**src/rtl/muldiv_pkg.sv**
```systemverilog
// rtl/muldiv_pkg.sv - shared states, op encodings and cycle constants for the mul/div sequencer
package muldiv_pkg;

   localparam int CNT_W           = 6;
   localparam int DEF_DIV_CYCLES  = 32;
   localparam int DEF_MULT_CYCLES = 32;

   localparam logic OP_MULT = 1'b0;
   localparam logic OP_DIV  = 1'b1;

   typedef enum logic [2:0] {
      IDLE,
      LOAD,
      RUN,
      WRITE,
      EXC
   } state_t;

   // Counter preload so that RUN lasts exactly `cycles` cycles (counts N-1 down to 0).
   function automatic logic [CNT_W-1:0] run_preload(input int cycles);
      return CNT_W'(cycles - 1);
   endfunction

endpackage

```
**src/rtl/muldiv_cycle_cnt.sv**
```systemverilog
// rtl/muldiv_cycle_cnt.sv - loadable down-counter with zero flag timing the RUN phase
module muldiv_cycle_cnt
   import muldiv_pkg::*;
(
   input  logic             clk,
   input  logic             reset,
   input  logic             load,
   input  logic [CNT_W-1:0] load_val,
   input  logic             dec,
   output logic             zero
);

   logic [CNT_W-1:0] count;

   // Holds at zero rather than wrapping, so a late decrement is harmless.
   always_ff @(posedge clk or negedge reset) begin
      if (!reset) begin
         count <= '0;
      end else if (load) begin
         count <= load_val;
      end else if (dec && (count != '0)) begin
         count <= count - CNT_W'(1);
      end
   end

   assign zero = (count == '0);

endmodule

```
**src/rtl/muldiv_ctrl.sv**
```systemverilog
// rtl/muldiv_ctrl.sv - multiply/divide sequencing FSM; abort support under MULDIV_ABORT_EN
module muldiv_ctrl
   import muldiv_pkg::*;
#(
   parameter int DIV_CYCLES  = DEF_DIV_CYCLES,
   parameter int MULT_CYCLES = DEF_MULT_CYCLES
) (
   input  logic        clk,
   input  logic        reset,
   input  logic        op_start,
   input  logic        op_sel,
   input  logic [31:0] srcB,
   input  logic        abort,
   output logic        div_init,
   output logic        mult_init,
   output logic        busy,
   output logic        stall,
   output logic        hilo_we,
   output logic        done,
   output logic        div_zero
);

   localparam logic [CNT_W-1:0] DIV_PRELOAD  = run_preload(DIV_CYCLES);
   localparam logic [CNT_W-1:0] MULT_PRELOAD = run_preload(MULT_CYCLES);

   state_t state;
   state_t state_nxt;
   logic   op_q;
   logic   cnt_zero;
   logic   run_phase;
   logic   abort_req;
   logic   div_by_zero;

`ifdef MULDIV_ABORT_EN
   assign abort_req = abort;
`else
   logic unused_abort;
   assign unused_abort = abort;
   assign abort_req    = 1'b0;
`endif

   assign div_by_zero = (op_sel == OP_DIV) && (srcB == '0);

   always_ff @(posedge clk or negedge reset) begin
      if (!reset) begin
         state <= IDLE;
      end else begin
         state <= state_nxt;
      end
   end

   // Operation type is captured only on an accepted request; later op_sel changes are ignored.
   always_ff @(posedge clk or negedge reset) begin
      if (!reset) begin
         op_q <= OP_MULT;
      end else if ((state == IDLE) && op_start) begin
         op_q <= op_sel;
      end
   end

   always_comb begin
      state_nxt = state;
      case (state)
         IDLE:    if (op_start) state_nxt = div_by_zero ? EXC : LOAD;
         LOAD:    state_nxt = RUN;
         RUN:     if (cnt_zero) state_nxt = WRITE;
         WRITE:   state_nxt = IDLE;
         EXC:     state_nxt = IDLE;
         default: state_nxt = IDLE;
      endcase
      // Abort takes priority over counter expiry in the same cycle.
      if (abort_req && ((state == LOAD) || (state == RUN))) begin
         state_nxt = IDLE;
      end
   end

   always_comb begin
      div_init  = 1'b0;
      mult_init = 1'b0;
      busy      = 1'b1;
      hilo_we   = 1'b0;
      done      = 1'b0;
      div_zero  = 1'b0;
      run_phase = 1'b0;
      case (state)
         IDLE:  busy = 1'b0;
         LOAD: begin
            run_phase = 1'b1;
            div_init  = (op_q == OP_DIV);
            mult_init = (op_q == OP_MULT);
         end
         RUN:   run_phase = 1'b1;
         WRITE: begin
            hilo_we = 1'b1;
            done    = 1'b1;
         end
         EXC:   div_zero = 1'b1;
         default: busy = 1'b0;
      endcase
   end

   // Stall covers the request cycle itself, before the FSM has left IDLE.
   assign stall = reset & (op_start | run_phase);

   muldiv_cycle_cnt u_cnt (
      .clk      (clk),
      .reset    (reset),
      .load     (state == LOAD),
      .load_val ((op_q == OP_DIV) ? DIV_PRELOAD : MULT_PRELOAD),
      .dec      (state == RUN),
      .zero     (cnt_zero)
   );

endmodule

```
**config.mk**
```make
export PLATFORM = sky130hd
export DESIGN_NAME = muldiv_ctrl
export DESIGN_NICKNAME = d
export VERILOG_FILES = /design/src/rtl/muldiv_pkg.sv /design/src/rtl/muldiv_cycle_cnt.sv /design/src/rtl/muldiv_ctrl.sv
export SDC_FILE = /design/constraint.sdc
export NUM_CORES = 1
export LEC_CHECK = 0
export ABC_CLOCK_PERIOD_IN_PS = 1500
export CORE_MARGIN = 4
export CORE_UTILIZATION = 31
export CTS_CLUSTER_SIZE = 25
export DETAILED_ROUTE_END_ITERATION = 16
export PLACE_DENSITY = 0.74
export SETUP_SLACK_MARGIN = 0.1
export SLEW_MARGIN = 0
export SYNTH_ARGS = -nofsm -noshare
export SYNTH_HDL_FRONTEND = slang
export SYNTH_SLANG_ARGS = --single-unit
```
**constraint.sdc**
```tcl
create_clock -name clk -period 1.5 [get_ports clk]
set_input_delay 0.15 -clock clk [delete_from_list [all_inputs] [get_ports clk]]
set_output_delay 0.15 -clock clk [all_outputs]
set_load 0.02 [all_outputs]
```
Word-level counts from Yosys, hierarchy flattened --
Cells that the tools add are included.
Storage, ports and cells: register bits after elaboration 10, bits in latches 0, bits in writable memories 0, memory bits (read-only) 0, input port bits 37, output and inout port bits 7, memories 0
Operators by class: $add $sub $neg 1, multiply operators 0, divide/modulo/power cells 0, order comparisons 0, eq/ne operators 6, shift operators 0, mux-type cells 12, bitwise gates (word level) 3, reduce and logical (&&, ||, !) cells 11
Operators by type and width (count):
- zero test 32 bit | 1
- two-way mux 6 bit | 2
- two-way mux 3 bit | 3
- one-hot mux 3 bit (3 select lines) | 1
- == test 3 x 2 -> 1 bit (second input constant) | 2
- zero test 6 bit | 1
- two-way mux 1 bit | 6
- nonzero test 6 bit | 1
- subtractor 6 x 1 -> 6 bit (second input constant) | 1
- != test 2 bit (second input constant) | 2
- OR reduction 4 bit | 1
- == test 3 x 1 -> 1 bit (second input constant) | 1
- == test 3 bit (second input constant) | 1
- logical AND 1 bit | 3
- zero test 3 bit | 1
- AND reduction 2 bit | 1
- nonzero test 2 bit | 1
- OR reduction 2 bit | 1
- AND 1 bit | 1
- NOT 1 bit | 1
- OR 1 bit | 1

Logic depth before layout (Yosys ltp) --
depth after elaboration 5, depth in mapped cells 6, depth with buffers taken out 6

Modules after synthesis --
A second synthesis with hierarchy kept.
Second synthesis, totals: cells, all modules 81, area, all modules 740.7 um^2
Modules (own cells, without submodules):
- muldiv_cycle_cnt | times used 1, cells each 44, area each 395.4 um^2
- muldiv_ctrl | times used 1, cells each 37, area each 345.3 um^2

Worst setup path after synthesis --
Ideal clock, no wire load.
kind register to register, start point register u_cnt.count[0], end point register u_cnt.count[4], library setup time 0.123 ns, arrival time 1.325 ns, slack 0.052 ns, stages on the path, launching flop included 7, cell sequence dfrtp_1 -> inv_1 -> ha_1 -> or2b_1 -> o2111ai_1 -> xor2_1 -> nand2_1
On the way: longest elaborated chain between the ends 3
Ends and longest elaborated chain:
- start: declaration | line muldiv_cycle_cnt.sv:13 | logic [CNT_W-1:0] count;
- start signal: assignment | line muldiv_cycle_cnt.sv:20 | count <= load_val;
- start signal: assignment | line muldiv_cycle_cnt.sv:22 | count <= count - CNT_W'(1);
- subtractor 6 x 1 -> 6 bit / nonzero test 6 bit (equally long branches) | line muldiv_cycle_cnt.sv:22, muldiv_cycle_cnt.sv:21
- two-way mux 6 bit / logical AND 1 bit (equally long branches) | line muldiv_cycle_cnt.sv:21 | end else if (dec && (count != '0)) begin
- two-way mux 6 bit / nonzero test 2 bit (equally long branches)
Parallel ways exist; a longest one is shown, timed or not. The select of a mux whose other input is x is not followed. A chain may end at the register's enable or synchronous reset.

Worst setup path after layout --
start point register state[2], end point output stall
On the way: longest elaborated chain between the ends 5
Ends and longest elaborated chain:
- start: declaration | line muldiv_ctrl.sv:26 | state_t state;
- start signal: assignment | line muldiv_ctrl.sv:48 | state <= state_nxt;
- == test 3 x 2 -> 1 bit / == test 3 x 1 -> 1 bit (equally long branches) | line muldiv_ctrl.sv:85 | case (state)
- OR reduction 2 bit (no line) (*)
- two-way mux 1 bit (*) | line muldiv_ctrl.sv:85
- OR 1 bit (*) | line muldiv_ctrl.sv:103 | assign stall = reset & (op_start | run_phase);
- AND 1 bit (*) | line muldiv_ctrl.sv:103
- end: declaration | line muldiv_ctrl.sv:17 | output logic stall,
Mark *: on every way between the ends. The rest lies on a longest branch, timed or not.

==> metrics.yaml <==
cts:
  cts_buffers: 3
  worstSkewPairLatency_ns: 0.27
  hold_buffers: 0
  root_buffer: "clkbuf_4"
  cts_max_level: 1
  cts_sinks: 10
  cts_tree: "yes"
  max-clock-path-buffers: 2
  clkTransAtPathRegs_ns: 0.07
synth:
  synth.cell_area_sq_um: 659
  synth.net_count: 109
  synth_cells: 70
  yosysWarnings: 0
  yosysSeqAreaShare: 0.380
  synth_seq_cells: 10
  ys_types: 28
  yosys.area.top_type_share: 0.380
  syn_avg_cell_area_sq_um: 9.42
  synth_top_area_cell: "dfrtp_1"
  ys_top_cells_by_area: "dfrtp_1 (38%), nor4_1 (6.6%), nand2_1 (4.0%)"
critical_path:
  cp_max_fo: 4
  critical_path_class: "reg -> out"
  worstPathRequired_ns: 1.35
  crit_slowest_cell: "or3b_4"
  cp_cell_sequence: "or3b_4, nand2b_4, o21a_1, buf_6"
  worstPathArrival_ns: 1.39
  start_kind: "flip-flop"
  endpoint_kind: "primary output"
  critPathMaxStageDelay_ns: 0.43
pwr:
  power_density_nw_per_um2: 1310
  vdd_drop_max_v: 0.000847
  power.total_mw: 1.74
  leakage_nw: 0.539
grt:
  grt_pass1_vias: 773
  use_met2: 0.269
  use_met1: 0.154
  antenna_found_initial: 0
  track_usage: 0.150
  grt_overflow: 0
  grt_max_degree: 11
  met3_usage: 0.0499
  grt.busiest_layer: "met2"
  grt_pass1_wl_microns: 3090
floorplanning:
  io_pins: 44
  coreArea_sq_um: 1980
  die_w_microns: 54.1
  initial_utilization: 0.333
  die_area_sq_um: 2930
  fp.dieH_microns: 54.1
  rows: 16
cells_and_area:
  mostFrequentLayoutCells: "clkdlybuf4s50_1 (35), buf_4 (14), dfrtp_1 (10)"
  stdcell_count: 157
  drive_above_1_share: 0.323
  layout.nets: 171
  final_common_cell: "clkdlybuf4s50_1"
  syn_to_final_growth_pct: 101
  n_antenna_cell: 0
drt:
  first_pass_iters: 4
  ant_nets: 0
  drc: 0
  vias: 765
  routed_wl_microns: 2030
  routed_via_density: 4.87
  wire_per_inst_microns: 12.9
  drtIter0Drc: 3
timing:
  slew_headroom: 0.763
  clock_skew_ns: 0.0103
  post-route-period-util: 1.03
  worst_pin_slew_ns: 0.354
  slew_violations: 0
  setup_viol: 1
  fmax_mhz: 649
  layout_setup_ws_ns: -0.0408
  rsz0062_at_grt: "true"
  fin_crit_ns: 1.54
  hold_viol: 0
outcome:
  failed_checks: "negative setup slack"
  outcome: "finished, violations left"
placement:
  dp_hpwl_microns: 1660
  place.gp.congestion: 0.821
  numPortBuffers: 42
  dp.cells: 148
min_path:
  min-delay-path-class: "in -> async"
job:
  cap_violations: 0
-- final cells by class --
type	count	area (sq um)
Fill cell	142	659
Timing Repair Buffer	59	572
Multi-Input combinational cell	54	429
Sequential cell	10	250
Tap cell	27	33.8
Clock buffer	3	22.5
Inverter	4	15.0
-- synthesized netlist by cell type --
library cell,number
and2_1,2
and3b_1,1
buf_2,1
buf_4,1
dfrtp_1,10
ha_1,2
inv_1,4
nand2_1,7
nand2b_2,1
nand4_1,3
nor2_1,7
nor3_1,3
nor3b_4,1
nor4_1,7
nor4b_1,1
nor4b_2,1
o2111ai_1,1
o211ai_1,1
o211ai_2,2
o21a_1,1
o21ai_0,2
o21ai_2,1
or2b_1,1
or3_1,1
or3_4,1
or3b_1,1
xnor2_1,3
xor2_1,3
-- cell families after synthesis --
| family | synth area share |
|---|---|
| adders and majority gates | 0.0379 |
| buffers and inverters | 0.0417 |
| AOI/OAI and AO/OA | 0.102 |
| DFF | 0.380 |
| and+or+nand+nor | 0.359 |
| xor gates and xnor gates | 0.0797 |
-- through the flow --
step,hold slack (ns),setup TNS [ns],instance area [sq um],utilization,setup slack (ns)
2_1_floorplan,-0.146,0,669,-,0.110
3_5_place_dp,0.521,-0.700,1190,0.602,-0.251
4_1_cts,0.237,-0.0494,1220,0.618,-0.0494
6_report,0.235,-0.0408,1320,0.667,-0.0408
3_3_place_gp,0.516,-0.680,1190,0.602,-0.240
5_1_grt,0.231,-0.368,1320,0.667,-0.115
-- flip-flops by register name, summed over array words and instances (netlist names) --
signal and count:
u_cnt.count 6, state 3, op_q 1
-- timing repair --
action                                  4_1_cts  5_1_grt
setup buffers                                 2        4
gates resized for setup                      40       17
pin swaps                                     3        7
endpoints found under the setup margin       10       14
-- worst max-delay path, delay by kind of cell, from the launching register on --
family / cells / cell delay (ns)
and+or+nand+nor: 2 / 0.51
DFF: 1 / 0.39
AOI/OAI and AO/OA: 1 / 0.12
buffers and inverters: 1 / 0.11
-- path summary, 6_finish.rpt --
kind | cells after the start | from | slack, ns | to
worst max-delay path | 4 | state[2] | -0.04 | stall
worst min-delay path | 2 | reset | 0.24 | u_cnt.count[5]
worst max register to register | 7 | state[2] | 0.05 | u_cnt.count[5]
worst min register to register | 2 | op_q | 0.56 | op_q
max in group asynchronous | 2 | reset | 1.12 | state[1]
min in group clk | 3 | op_sel | 0.48 | op_q
-- routing by layer --
| layer | vias up | routed length, microns |
|---|---|---|
| li1 | 376 | - |
| met1 | 347 | 778 |
| met2 | 40 | 1050 |
| met3 | 2 | 181 |
| met4 | 0 | 23 |
| met5 | - | 0 |
-- power by group --
part	switching (mW)	internal [mW]	total, mW
Sequential	0.0621	0.366	0.428
Combinational	0.496	0.631	1.13
Clock	0.0911	0.0926	0.184
Total	0.649	1.09	1.74
No activity file was read; power rests on OpenSTA's default activity.
